<file path="src/rtl/router_drain_sched_pkg.sv">
// Shared definitions for the 1x3 router read-side drain scheduler:
// header layout, port count, FSM encoding and beat control payload.
package router_drain_sched_pkg;

  localparam int unsigned DATA_W         = 8;
  localparam int unsigned LEN_W          = 6;
  localparam int unsigned ADDR_W         = 2;
  localparam int unsigned LEN_LSB        = ADDR_W;
  localparam int unsigned NUM_PORTS      = 3;
  localparam int unsigned PORT_W         = 2;
  localparam int unsigned REM_W          = LEN_W + 1;
  localparam int unsigned CNT_W          = 5;
  localparam int unsigned LATE_LIMIT_DEF = 30;

  typedef enum logic [1:0] {
    IDLE,
    HDR,
    LEN,
    BODY
  } state_t;

  typedef struct packed {
    logic              valid;
    logic              sop;
    logic              eop;
    logic [PORT_W-1:0] port;
  } beat_ctl_t;

  // Port index `step` positions after `base`, modulo the port count.
  function automatic logic [PORT_W-1:0] port_step(input logic [PORT_W-1:0] base,
                                                  input int unsigned step);
    return PORT_W'((32'(base) + step) % NUM_PORTS);
  endfunction

endpackage

</file>
<file path="src/rtl/rr_pick3.sv">
// Combinational round-robin select over three requesters, starting the
// search at the port just after `last`.
module rr_pick3
  import router_drain_sched_pkg::*;
(
  input  logic [NUM_PORTS-1:0] req,
  input  logic [PORT_W-1:0]    last,
  output logic [PORT_W-1:0]    grant_c,
  output logic                 valid_c
);

  logic [PORT_W-1:0] cand;

  // Scan farthest-to-nearest so the nearest requester is written last and wins.
  always_comb begin
    grant_c = '0;
    valid_c = 1'b0;
    cand    = '0;
    for (int unsigned k = NUM_PORTS; k >= 1; k--) begin
      cand = port_step(last, k);
      if (req[cand]) begin
        grant_c = cand;
        valid_c = 1'b1;
      end
    end
  end

endmodule

</file>
<file path="src/rtl/router_drain_sched.sv">
// Read-side scheduler for the 1x3 router: drains whole packets round-robin
// into one byte stream, checks parity and watches for starved ports.
module router_drain_sched
  import router_drain_sched_pkg::*;
#(
  parameter int unsigned LATE_LIMIT = LATE_LIMIT_DEF
) (
  input  logic                 clock,
  input  logic                 reset,
  input  logic                 vld_out_0,
  input  logic                 vld_out_1,
  input  logic                 vld_out_2,
  input  logic [DATA_W-1:0]    data_out_0,
  input  logic [DATA_W-1:0]    data_out_1,
  input  logic [DATA_W-1:0]    data_out_2,
  input  logic                 sink_ready,
  output logic                 read_enb_0,
  output logic                 read_enb_1,
  output logic                 read_enb_2,
  output logic                 m_valid,
  output logic [DATA_W-1:0]    m_data,
  output logic                 m_sop,
  output logic                 m_eop,
  output logic [PORT_W-1:0]    m_port,
  output logic                 m_perr,
  output logic                 abort,
  output logic [NUM_PORTS-1:0] late_flag
);

  logic [NUM_PORTS-1:0] vld;
  state_t               state, state_nxt;
  logic [PORT_W-1:0]    grant, grant_nxt;
  logic [PORT_W-1:0]    rr_ptr, rr_ptr_nxt;
  logic [REM_W-1:0]     remaining, remaining_nxt;
  logic                 rd_c, sop_c, eop_c, abort_c;
  logic [PORT_W-1:0]    pick_grant;
  logic                 pick_valid;
  logic                 grant_vld_c;
  logic [LEN_W-1:0]     grant_len_c;
  logic [DATA_W-1:0]    beat_data_c;
  logic [DATA_W-1:0]    par_acc;
  beat_ctl_t            beat;
  logic [CNT_W-1:0]     late_cnt [NUM_PORTS];
  logic [NUM_PORTS-1:0] served_c;

  assign vld = {vld_out_2, vld_out_1, vld_out_0};

  rr_pick3 u_pick (
    .req     (vld),
    .last    (rr_ptr),
    .grant_c (pick_grant),
    .valid_c (pick_valid)
  );

  // Granted port's valid flag and header length field.
  always_comb begin
    grant_vld_c = vld_out_0;
    grant_len_c = data_out_0[DATA_W-1:LEN_LSB];
    case (grant)
      2'd1: begin
        grant_vld_c = vld_out_1;
        grant_len_c = data_out_1[DATA_W-1:LEN_LSB];
      end
      2'd2: begin
        grant_vld_c = vld_out_2;
        grant_len_c = data_out_2[DATA_W-1:LEN_LSB];
      end
      default: ;
    endcase
  end

  // Read data for the beat currently on the output stage.
  always_comb begin
    beat_data_c = data_out_0;
    case (beat.port)
      2'd1:    beat_data_c = data_out_1;
      2'd2:    beat_data_c = data_out_2;
      default: ;
    endcase
  end

  always_comb begin
    state_nxt     = state;
    grant_nxt     = grant;
    rr_ptr_nxt    = rr_ptr;
    remaining_nxt = remaining;
    rd_c          = 1'b0;
    sop_c         = 1'b0;
    eop_c         = 1'b0;
    abort_c       = 1'b0;
    case (state)
      IDLE: begin
        if (pick_valid) begin
          grant_nxt = pick_grant;
          state_nxt = HDR;
        end
      end
      HDR: begin
        if (sink_ready) begin
          rd_c      = 1'b1;
          sop_c     = 1'b1;
          state_nxt = LEN;
        end
      end
      LEN: begin
        // Header is on the read bus now; payload count plus the parity byte.
        remaining_nxt = REM_W'(grant_len_c) + REM_W'(1);
        state_nxt     = BODY;
      end
      BODY: begin
        if (remaining == '0) begin
          state_nxt = IDLE;
        end else if (!grant_vld_c) begin
          // FIFO emptied under us (router soft reset): drop the rest.
          abort_c    = 1'b1;
          rr_ptr_nxt = grant;
          state_nxt  = IDLE;
        end else if (sink_ready) begin
          rd_c          = 1'b1;
          remaining_nxt = remaining - REM_W'(1);
          if (remaining == REM_W'(1)) begin
            eop_c      = 1'b1;
            rr_ptr_nxt = grant;
            state_nxt  = IDLE;
          end
        end
      end
      default: state_nxt = IDLE;
    endcase
  end

  always_ff @(posedge clock or posedge reset) begin
    if (reset) begin
      state      <= IDLE;
      grant      <= '0;
      rr_ptr     <= PORT_W'(NUM_PORTS - 1);
      remaining  <= '0;
      beat       <= '0;
      par_acc    <= '0;
      abort      <= 1'b0;
    end else begin
      state      <= state_nxt;
      grant      <= grant_nxt;
      rr_ptr     <= rr_ptr_nxt;
      remaining  <= remaining_nxt;
      beat.valid <= rd_c;
      beat.sop   <= sop_c;
      beat.eop   <= eop_c;
      if (rd_c) beat.port <= grant;
      abort      <= abort_c;
      if (beat.valid) par_acc <= beat.sop ? beat_data_c : (par_acc ^ beat_data_c);
    end
  end

  assign read_enb_0 = rd_c && (grant == PORT_W'(0));
  assign read_enb_1 = rd_c && (grant == PORT_W'(1));
  assign read_enb_2 = rd_c && (grant == PORT_W'(2));
  assign m_valid    = beat.valid;
  assign m_sop      = beat.sop;
  assign m_eop      = beat.eop;
  assign m_port     = beat.port;
  assign m_data     = beat.valid ? beat_data_c : '0;
  assign m_perr     = beat.eop && ((par_acc ^ beat_data_c) != '0);

  // A port is served while it holds the grant or is the pending IDLE winner.
  always_comb begin
    served_c = '0;
    for (int unsigned i = 0; i < NUM_PORTS; i++) begin
      served_c[i] = (state == IDLE) ? (pick_valid && (pick_grant == PORT_W'(i)))
                                    : (grant == PORT_W'(i));
    end
  end

  always_ff @(posedge clock or posedge reset) begin
    if (reset) begin
      for (int unsigned i = 0; i < NUM_PORTS; i++) late_cnt[i] <= '0;
      late_flag <= '0;
    end else begin
      for (int unsigned i = 0; i < NUM_PORTS; i++) begin
        if (!vld[i] || served_c[i]) begin
          late_cnt[i] <= '0;
        end else begin
          if (late_cnt[i] != CNT_W'(LATE_LIMIT)) late_cnt[i] <= late_cnt[i] + CNT_W'(1);
          if (late_cnt[i] == CNT_W'(LATE_LIMIT - 1)) late_flag[i] <= 1'b1;
        end
      end
    end
  end

endmodule

</file>
<file path="config.mk">
export PLATFORM = sky130hd
export DESIGN_NAME = router_drain_sched
export DESIGN_NICKNAME = d
export VERILOG_FILES = /design/src/rtl/router_drain_sched_pkg.sv /design/src/rtl/rr_pick3.sv /design/src/rtl/router_drain_sched.sv
export SDC_FILE = /design/constraint.sdc
export NUM_CORES = 1
export LEC_CHECK = 0
export ABC_AREA = 1
export CORE_ASPECT_RATIO = 0.8
export CORE_MARGIN = 5
export CORE_UTILIZATION = 45
export DETAILED_ROUTE_END_ITERATION = 12
export PLACE_DENSITY = 0.78
export RECOVER_POWER = 100
export SKIP_LAST_GASP = 1
export SYNTH_ARGS = -nofsm -noshare
export SYNTH_HDL_FRONTEND = slang
export SYNTH_SLANG_ARGS = --single-unit
</file>
<file path="constraint.sdc">
create_clock -name clock -period 1.8 [get_ports clock]
set_clock_uncertainty 0.1 [all_clocks]
set_input_delay 0.27 -clock clock [delete_from_list [all_inputs] [get_ports clock]]
set_output_delay 0.27 -clock clock [all_outputs]
set_load 0.005 [all_outputs]
</file>
==> results of run 1 <==
-- sequential cells by signal, indices dropped and copies added, names as in the netlist --
name,count
m_valid,1
late_flag,3
late_cnt,15
m_port,2
abort,1
remaining,7
m_eop,1
state,2
grant,2
m_sop,1
par_acc,8
rr_ptr,2
-- cell type report --
type | instances | area [um^2] | area share
timing repair inverter | 2 | 13.8 | 0.00248
sequential | 45 | 1130 | 0.203
multi-input combinational | 325 | 2550 | 0.458
tap | 90 | 113 | 0.0203
inverter | 69 | 294 | 0.0529
clock inverter | 3 | 47.5 | 0.00855
timing repair buffer | 154 | 1350 | 0.243
clock buffer | 5 | 68.8 | 0.0124
-- per-stage QoR --
stage / std cells / setup slack, ns
global placement: 651 / -0.603
finish: 693 / -0.679
global route: 693 / -0.781
floorplan: 446 / -0.0112
CTS: 684 / -0.609
detailed placement: 651 / -0.637
-- worst max-delay path, stage by stage, from the launching register on --
cell,delay (ns)
dfrtp_1,0.39
inv_2,0.07
ha_4,0.30
clkinvlp_4,0.20
buf_6,0.17
o21ai_4,0.13
inv_1,0.06
nand2_1,0.06
nand2_1,0.06
nand2_1,0.07
nor2_1,0.05
a21boi_1,0.12
buf_2,0.13
-- repair_timing --
| action | 4_1_cts | 5_1_grt |
|---|---|---|
| resized for setup | 112 | 97 |
| gates cloned | 1 | 2 |
| setup buffers | 25 | 16 |
| setup endpoints to repair | 48 | 55 |
| pin swaps | 23 | 40 |
-- per-layer routing --
metal,GRT usage,share of wire,wire (um),vias to the layer above
met5,0,0,0,-
met4,0.0708,0.032,393,0
met3,0.0450,0.065,797,40
met2,0.419,0.51,6210,134
met1,0.269,0.39,4790,1779
li1,-,-,-,1715
-- path summary, 6_finish.rpt --
kind	slack, ns	cells past startpoint	endpoint	startpoint
setup / recovery	-0.68	12	m_perr	m_port[0]
hold / removal	0.26	2	late_cnt[2]	reset
setup reg to reg	-0.31	12	remaining[2]	grant[1]
hold reg to reg	0.37	2	late_flag[0]	late_flag[0]
max in group asynchronous	0.24	3	late_cnt[11]	reset
min in group clock	0.37	2	late_flag[0]	late_flag[0]
-- power by group through the flow --
stage               clock (W)  sequential, W  combinational, W
floorplan                   0        0.00166           0.00402
global placement            0        0.00167           0.00597
detailed placement          0        0.00170           0.00618
CTS                  0.000849        0.00169           0.00759
global route         0.000901        0.00175            0.0102
finish               0.000843        0.00172           0.00945
-- logic make-up after synthesis --
kind of cell,Yosys count,share of synthesized area
AO/OA/AOI/OAI,55,0.0953
XOR/XNOR,25,0.0646
adder cells (fa/ha/maj),26,0.0960
buffers and inverters,76,0.0945
flip-flops,45,0.333
multiplexers,1,0.00295
AND/OR/NAND/NOR,218,0.314
-- layout by cell type, fill, tap and decap left out, types with 6 or more instances in the layout --
cell             instances
nand2_1                 82
buf_4                   78
inv_1                   47
dfrtp_1                 44
clkdlybuf4s50_1         29
xor2_1                  24
nand2_2                 21
buf_6                   21
nand3_1                 20
nor2_2                  17
ha_1                    17
o21ai_2                 15
nand2_4                 15
nor2_1                  14
nand3_2                 14
nor2_4                  12
inv_2                   12
o21ai_1                 10
a21oi_2                  9
ha_4                     8
dlygate4sd3_1            8
inv_4                    7
buf_2                    7
nand3_4                  6
-- synth_stat cells, types with 3 or more instances --
cell type / instances / area share
a21oi_2: 6 / 0.016
nand3_2: 4 / 0.012
buf_6: 4 / 0.013
inv_2: 10 / 0.011
inv_1: 58 / 0.064
nand4_1: 5 / 0.0092
nand2_1: 103 / 0.11
nor2_4: 3 / 0.010
xor2_1: 25 / 0.065
a21oi_1: 10 / 0.015
o21ai_1: 14 / 0.021
nand3_1: 36 / 0.053
nand2_4: 7 / 0.023
nor2_2: 13 / 0.024
ha_1: 26 / 0.096
nor2_1: 27 / 0.030
o21ai_0: 18 / 0.027
nand2_2: 10 / 0.018
o21ai_2: 3 / 0.0078
or2_2: 3 / 0.0055
dfrtp_1: 44 / 0.32
==> summary.txt, run 1 <==
Synthesis
  – Post-synthesis cell area: between 3000 and 4000 um^2
  – Top_reg_cell synth: dfrtp_1
  – Synthesized area per cell: approximately 7.6 um^2
  – Sequential share of the synthesized area: 0.333
  – Number of synthesized flops with an enable pin: 0
  – Yosys warnings: 0
  – Netlist cell types: 35
  – FF+latch count, synth: between 40 and 50
  – Post-Syn Nets: roughly 500
  – Syn Inst Count: around 450
  – Share of flip-flops with an asynchronous set or reset: 1.00

Power and ir drop
  – Final Power: between 0.01 and 0.015 W
  – Sequential share of power: 0.143
  – Switching Fraction: 0.482
  – PD cells: roughly 2200 nW/um^2
  – Clk pwr share: 0.070
  – Psw: 0.00579 W
  – Internal power: ~0.0062 W
  – Gate power share: 0.787
  – VDD IR-drop max: approximately 980 uV
  – P_leak: 2.67 nW

STA
  – Final setup fails: between 50 and 60
  – Final Max Slew Viols: 0
  – Unrepaired setup endpoints after global routing: yes
  – Min cycle time layout: between 2 and 2.5 ns
  – Fin Hold WS: ~0.26 ns
  – Fmax: a little over 0.4 GHz
  – Final Hold Fails: 0
  – Final WS setup: -0.679 ns
  – Rel. slew slack: 0.418
  – Fin Setup TNS: -11.72 ns
  – Worst-Margin Slew: slightly below 0.9 ns
  – Fin crit share: 1.38

Critical path
  – Crit Path Max Fanout: 7
  – Critical Path AT: around 2.1 ns
  – Req. time, crit path: roughly 1.4 ns
  – Crit. End Element: output port
  – Crit path launch type: flop
  – Kind of critical path: flop to output port

Die
  – Die area: 9380 um^2
  – Io pins: between 50 and 60
  – Initial Utilization: 0.461
  – Row Count: 28
  – Core ar.: approximately 7400 um^2
  – Die height: 87.6 um
  – Die Wd: roughly 110 um

GRT
  – Vias in the first global route: 3678
  – Global-route wire length before repair: around 17 mm
  – Initial antenna violation count: 0
  – Grt ovf: 0
  – GRT Util Overall: 0.227
  – Largest net degree at the start of global routing: 20

Cells and area
  – Final Util: 0.756
  – Layout cells sized above 1: 0.468
  – Final Instance Area: around 5600 um^2
  – Synth-to-layout area growth: 64.1%
  – Nets: 658
  – Fill cells: 482
  – Antenna Cells: 0

Detailed routing
  – Wire length per cell: roughly 18 um
  – # DRC: 0
  – Initial DRT Pass Iterations: 4
  – Routed WL: around 12 mm
  – Initial detailed-routing violation count: approximately 170
  – Vias: between 3000 and 4000
  – Routed Antenna Nets: 0
  – Via density: between 5 and 6

Run status
  – Violations in the final reports: setup timing
  – Status: finished with violations

CTS
  – Clk_lat worst skew: 0.32 ns
  – H-Tree Depth: 2
  – CTS tree: built
  – CTS Root Cell: clkbuf_8
  – Post-CTS Hold Buffers: 0
  – Clock Sinks: 45
  – Clock Tree Buf Depth: 2
  – Reg clk slew, reported paths: about 0.10 ns
  – CTS buffer count: 5

Placed design
  – HPWL after detailed placement: 6.94 mm
  – Port bufs: 50
  – Gpl congestion: between 0.9 and 1
  – Area post-placement: roughly 4600 um^2

Hold path
  – HP Class: primary input to async pin

Flow run
  – MaxCap Viol Count: 0
No activity file was read; power rests on OpenSTA's default activity.
==> run 2: changes to the inputs <==
--- a/config.mk
+++ b/config.mk
@@ -7,7 +7,6 @@
 export LEC_CHECK = 0
 export ABC_AREA = 1
 export CORE_ASPECT_RATIO = 0.8
-export CORE_MARGIN = 5
 export CORE_UTILIZATION = 45
 export DETAILED_ROUTE_END_ITERATION = 12
 export PLACE_DENSITY = 0.78
==> run 2 against run 1 <==
  * Non-clock buffer count down 11
  * Sequential power about the same
  * Largest power group unchanged
  * Critical endpoint unchanged
  * Final area down 2.3%
  * The flow still finishes with violations (setup timing)
  * Critical path type unchanged
  * Global-route usage up 4.2 points
  * Sequential cell count unchanged
  * Routed wire length down 4.9%
  * First-iteration DRC count down 23%
  * Maximum frequency down 0.43%
==> summary.txt, run 2 (synthesized netlist as in run 1, its figures left out) <==
STA
  – Unrepaired setup endpoints after global routing: yes
  – Fin Hold WS: 0.370 ns
  – Fin crit share: 1.38
  – Final setup fails: 56
  – Min cycle time layout: between 2 and 2.5 ns
  – Worst-Margin Slew: approximately 1.2 ns
  – Final Max Slew Viols: 0
  – Final WS setup: -0.690 ns
  – Final Hold Fails: 0
  – Fmax: 0.402 GHz
  – Rel. slew slack: 0.212

Cells and area
  – Area occupied by registers: about 1100 um^2
  – Max reg flops: 15
  – Fin cells: slightly below 700
  – Layout cells sized above 1: 0.444
  – Final Util: 0.765
  – Antenna Cells: 0
  – Top reg by flops: late_cnt
  – Fill cells: between 400 and 500
  – Nets: approximately 650
  – Most frequent cells in the layout: nand2_1 (91), buf_4 (69), inv_1 (47)
  – Multi-input logic area: ~2600 um^2
  – Biggest regs: late_cnt (15), par_acc (8), remaining (7)
  – Most common cell after layout, fill and taps aside: nand2_1
  – Synth-to-layout area growth: 60.3%

Critical path
  – Slowest CP cell: dfrtp_1
  – Max incr delay on CP: between 0.4 and 0.5 ns
  – Kind of critical path: flop to output port
  – Crit Path Max Fanout: 6
  – Cell Chain, Critical Path: ha_4, clkinvlp_4, o21ai_2, xor2_1, nand2_1, nor2_1, a21boi_1, buf_2
  – CP top delay family: flip-flops
  – WP buf/inv: 2
  – Critical Path AT: roughly 2.1 ns
  – Crit. End Element: output port
  – Req. time, crit path: roughly 1.4 ns
  – Crit path launch type: flop

Die
  – Io pins: a little over 50
  – Initial Utilization: 0.478
  – Die Wd: between 90 and 100 um
  – Row Count: 27
  – Die area: just under 8000 um^2
  – Die height: approximately 80 um
  – Core ar.: ~7000 um^2

Flow run
  – MaxCap Viol Count: 0

Placed design
  – Port bufs: 50
  – Gpl congestion: about 0.92
  – Place WS: -0.626 ns
  – HPWL after detailed placement: approximately 6.6 mm
  – Placed Cells: approximately 640

GRT
  – Global-route wire length before repair: about 17 mm
  – Largest net degree at the start of global routing: between 40 and 50
  – GRT Util Overall: 0.269
  – Initial antenna violation count: 0
  – Grt ovf: 0
  – Vias in the first global route: 3774

CTS
  – Clock Sinks: 45
  – Clk_lat worst skew: a little over 0.3 ns
  – CTS buffer count: 5
  – H-Tree Depth: 2
  – Post-CTS Hold Buffers: 0
  – CTS tree: built
  – Clock Tree Buf Depth: 2
  – CTS Root Cell: clkbuf_8
  – Reg clk slew, reported paths: around 0.1 ns

Detailed routing
  – Routed Antenna Nets: 0
  – # DRC: 0
  – Initial DRT Pass Iterations: 4
  – Vias: 3638
  – Initial detailed-routing violation count: 134
  – Routed WL: about 12 mm
  – Via density: ~5.4
  – Wire length per cell: ~17 um

Power and ir drop
  – Final Power: roughly 0.012 W
  – Sequential share of power: 0.147
  – Gate power share: 0.796
  – Psw: 0.00573 W
  – PD cells: between 2000 and 2500 nW/um^2
  – Switching Fraction: 0.495
  – Clk pwr share: 0.057
  – P_leak: between 2 and 3 nW
  – Internal power: approximately 0.0058 W
  – VDD IR-drop max: between 1000 and 1500 uV

Run status
  – Violations in the final reports: setup timing
  – Status: finished with violations

Hold path
  – HP Class: flop to flop
-- run 2: cell count changes in the layout (fill, tap and decap cells not counted), moves of 3 or more --
cell        delta
buf_2          +3
buf_4          -9
nor2_1         -3
clkinvlp_4     +3
nand2_2        -8
o21ai_0        +4
a21oi_1        +3
nand3_2        -4
nand2_1        +9
nand3_4        +6
o21ai_2        -3
-- run 2: routing by layer --
| layer | up-vias | global-route usage | wire length, um |
|---|---|---|---|
| met4 | 0 | 0.122 | 382 |
| met3 | 38 | 0.0438 | 663 |
| met5 | - | 0 | 0 |
| met1 | 1762 | 0.303 | 4600 |
| met2 | 150 | 0.503 | 5950 |
| li1 | 1688 | - | - |
-- run 2: metrics by stage --
step | instance area (um^2) | setup TNS, ns
floorplan | 3460 | -0.0138
global placement | 4530 | -7.98
detailed placement | 4530 | -9.38
CTS | 5050 | -6.14
global route | 5430 | -17.39
finish | 5430 | -12.09
-- run 2: worst paths after layout --
check	from	end	slack, ns	cells past startpoint
worst max-delay path	m_port[1]	m_perr	-0.69	8
worst min-delay path	late_flag[1]	late_flag[1]	0.37	2
worst max register to register	grant[1]	remaining[6]	-0.41	13
max in group asynchronous	reset	remaining[0]	0.21	3
min in group asynchronous	reset	m_valid	0.67	3
worst min register to register	late_flag[1]	late_flag[1]	0.37	2
-- run 2: repair_timing --
action,4_1_cts,5_1_grt
cloned,1,2
pin swaps,20,49
gates resized for setup,113,88
setup buffers,30,13
setup endpoints to repair,48,55
-- run 2: area by class of cell --
| cell class | count | area share |
|---|---|---|
| inverters | 69 | 0.0528 |
| flip-flops and latches | 45 | 0.208 |
| multi-input cells | 325 | 0.472 |
| clock inverters | 3 | 0.00415 |
| repair buffers | 143 | 0.228 |
| repair inverters | 2 | 0.00253 |
| well taps | 87 | 0.0200 |
| clock buffers | 5 | 0.0127 |
-- run 2: worst register-to-register path, cell delays in order, from the launching register on --
cell and delay [ns]:
dfrtp_1 0.41, inv_2 0.08, ha_1 0.42, buf_8 0.20, nand3_4 0.09, o21ai_4 0.07, inv_2 0.07, ha_4 0.16
nand3_4 0.09, nor2_4 0.16, nand3_2 0.09, o21ai_2 0.06, nand2_1 0.06, o21ai_1 0.09
-- run 2: power groups by stage --
stage	clock network [W]	registers [W]	logic, W
floorplan	0	0.00166	0.00402
global placement	0	0.00166	0.00590
detailed placement	0	0.00169	0.00614
CTS	0.000664	0.00167	0.00745
global route	0.000713	0.00174	0.00992
finish	0.000662	0.00170	0.00921
==> run 3: changes to the inputs <==
==> constraint.sdc (replaced) <==
create_clock -name clock -period 1.8 [get_ports clock]
set_clock_uncertainty 0.1 [all_clocks]
set_input_delay 0.27 -clock clock [delete_from_list [all_inputs] [get_ports clock]]
set_output_delay 0.27 -clock clock [all_outputs]
set_load 0.01 [all_outputs]
==> run 3 against run 2 <==
  * The flow still finishes with violations (setup timing)
  * Sequential power barely moved
  * Maximum frequency rose by 2.7%
  * Critical endpoint unchanged
  * Routed wire length rose by 3.9%
  * Via count rose by 4.0%
==> summary.txt, run 3 (synthesized netlist as in run 1, its figures left out) <==
Cells and area
  – Fin cells: just under 700
  – Top reg by flops: late_cnt
  – Antenna Cells: 0
  – Fill cells: slightly below 400
  – Layout cells sized above 1: 0.483
  – Nets: around 650
  – Most common cell after layout, fill and taps aside: nand2_1
  – Most frequent cells in the layout: nand2_1 (77), buf_4 (75), inv_1 (44), dfrtp_1 (44), clkdlybuf4s50_1 (29)
  – Synth-to-layout area growth: 65.4%
  – Biggest regs: late_cnt (15), par_acc (8), remaining (7)
  – Max reg flops: 15

STA
  – Fin crit share: 1.35
  – Fmax: 0.412 GHz
  – Final Hold Fails: 0
  – Final setup fails: 53
  – Final WS setup: -0.625 ns
  – Worst-Margin Slew: approximately 0.83 ns
  – Rel. slew slack: 0.445
  – Fin Setup TNS: -10.57 ns
  – Min cycle time layout: 2.43 ns
  – Final Max Slew Viols: 0
  – Unrepaired setup endpoints after global routing: yes

Detailed routing
  – Vias: around 3800
  – Routed WL: approximately 12 mm
  – Initial DRT Pass Iterations: 5
  – Routed Antenna Nets: 0
  – Initial detailed-routing violation count: 187
  – Wire length per cell: 17.6 um
  – Via density: 5.52
  – # DRC: 0

GRT
  – Initial antenna violation count: 0
  – Global routing usage on met2: 0.520
  – Global-route wire length before repair: ~17 mm
  – Met3 Use GR: 0.0464
  – Met1 Use GR: 0.306
  – GRT Util Overall: 0.276
  – Vias in the first global route: between 3000 and 4000
  – Grt ovf: 0
  – Largest net degree at the start of global routing: 32
  – Gr busiest metal: met2

Die
  – Io pins: slightly above 50
  – Die height: between 70 and 80 um
  – Row Count: 27
  – Core ar.: just over 7000 um^2
  – Die Wd: about 99 um
  – Initial Utilization: 0.478
  – Die area: ~8000 um^2

Critical path
  – Crit. End Element: output port
  – Critical Path AT: a little over 2 ns
  – Req. time, crit path: ~1.4 ns
  – Crit path from: m_port[0]
  – Kind of critical path: flop to output port
  – Crit path launch type: flop
  – Reg2Reg Launch Point: grant[0]
  – Crit Path Max Fanout: 7

Flow run
  – MaxCap Viol Count: 0

Power and ir drop
  – PD cells: 2190 nW/um^2
  – VDD IR-drop max: around 1200 uV
  – P_leak: roughly 2.7 nW

CTS
  – Clock Tree Buf Depth: 2
  – CTS Root Cell: clkbuf_8
  – Clock Sinks: 45
  – H-Tree Depth: 2
  – Clk_lat worst skew: 0.31 ns
  – Reg clk slew, reported paths: 0.10 ns
  – CTS tree: built
  – CTS buffer count: 5

Placed design
  – Gpl congestion: 0.887
  – HPWL after detailed placement: 6.50 mm
  – Placed Cells: between 600 and 700
  – Port bufs: 50

Hold path
  – HP Class: flop to flop
  – Worst hold start: late_flag[0]

Run status
  – Violations in the final reports: setup timing
  – Status: finished with violations
==> run 3: changes by cell type in the layout (fill, tap and decap cells not counted), moves of 4 or more <==
| cell | change |
|---|---|
| buf_4 | +6 |
| clkinvlp_4 | -4 |
| inv_2 | +5 |
| nand2_1 | -14 |
| nand2_2 | +13 |
| o21ai_4 | +4 |
==> run 3: metrics by stage <==
stage                     area [um^2]  power, W  setup WS (ns)   util  hold WS (ns)
after floorplan                  3480   0.00575        -0.0930      -         0.304
after global placement           4520   0.00758         -0.618  0.637         0.350
after detailed placement         4520   0.00782         -0.715  0.637         0.354
after CTS                        5310    0.0107         -0.495  0.749         0.202
after global routing             5610    0.0129         -0.694  0.790         0.399
final                            5610    0.0123         -0.625  0.790         0.376
==> run 3: what timing repair did <==
item	CTS	global route
pin swaps	51	46
cloned	1	1
hold buffers	0	0
resized for setup	167	69
buffers inserted	34	13
endpoints found under the setup margin	46	55
==> run 3: critical path: stages (launching register included) <==
cell and delay [ns]:
dfrtp_1 0.41, inv_2 0.09, ha_4 0.22, inv_8 0.09, buf_12 0.14, nand3_2 0.10, o21ai_4 0.09, xor2_1 0.17
nand2_1 0.09, nor2_2 0.13, a21boi_2 0.07, buf_2 0.14
==> run 3: path summary, 6_finish.rpt <==
| path | end | cells after the start | slack [ns] |
|---|---|---|---|
| max in group asynchronous | par_acc[6] | 3 | 0.53 |
| hold / removal | late_flag[0] | 2 | 0.38 |
| setup / recovery | m_perr | 11 | -0.63 |
| hold reg to reg | late_flag[0] | 2 | 0.38 |
| setup reg to reg | remaining[6] | 15 | -0.49 |
| min in group asynchronous | late_flag[0] | 3 | 0.55 |
==> run 3: final cells by class <==
type | instances | area [um^2] | share of cell area
inverters | 69 | 287 | 0.0511
multi-input cells | 325 | 2650 | 0.473
repair buffers | 150 | 1330 | 0.237
repair inverters | 1 | 6.26 | 0.00112
flip-flops and latches | 45 | 1130 | 0.201
well taps | 87 | 109 | 0.0194
clock buffers | 6 | 82.6 | 0.0147
clock inverters | 2 | 17.5 | 0.00312
==> run 3: per-layer routing <==
layer | share of wire | vias to the layer above
met5 | 0 | -
met4 | 0.045 | 0
met3 | 0.061 | 54
met2 | 0.53 | 190
met1 | 0.36 | 1833
li1 | - | 1706
==> run 3: report_power, final <==
group	total [W]	internal, W	switching (W)
Combinational	0.00986	0.00447	0.00539
Sequential	0.00170	0.00139	0.000310
Clock	0.000711	0.000320	0.000392
Total	0.0123	0.00618	0.00609
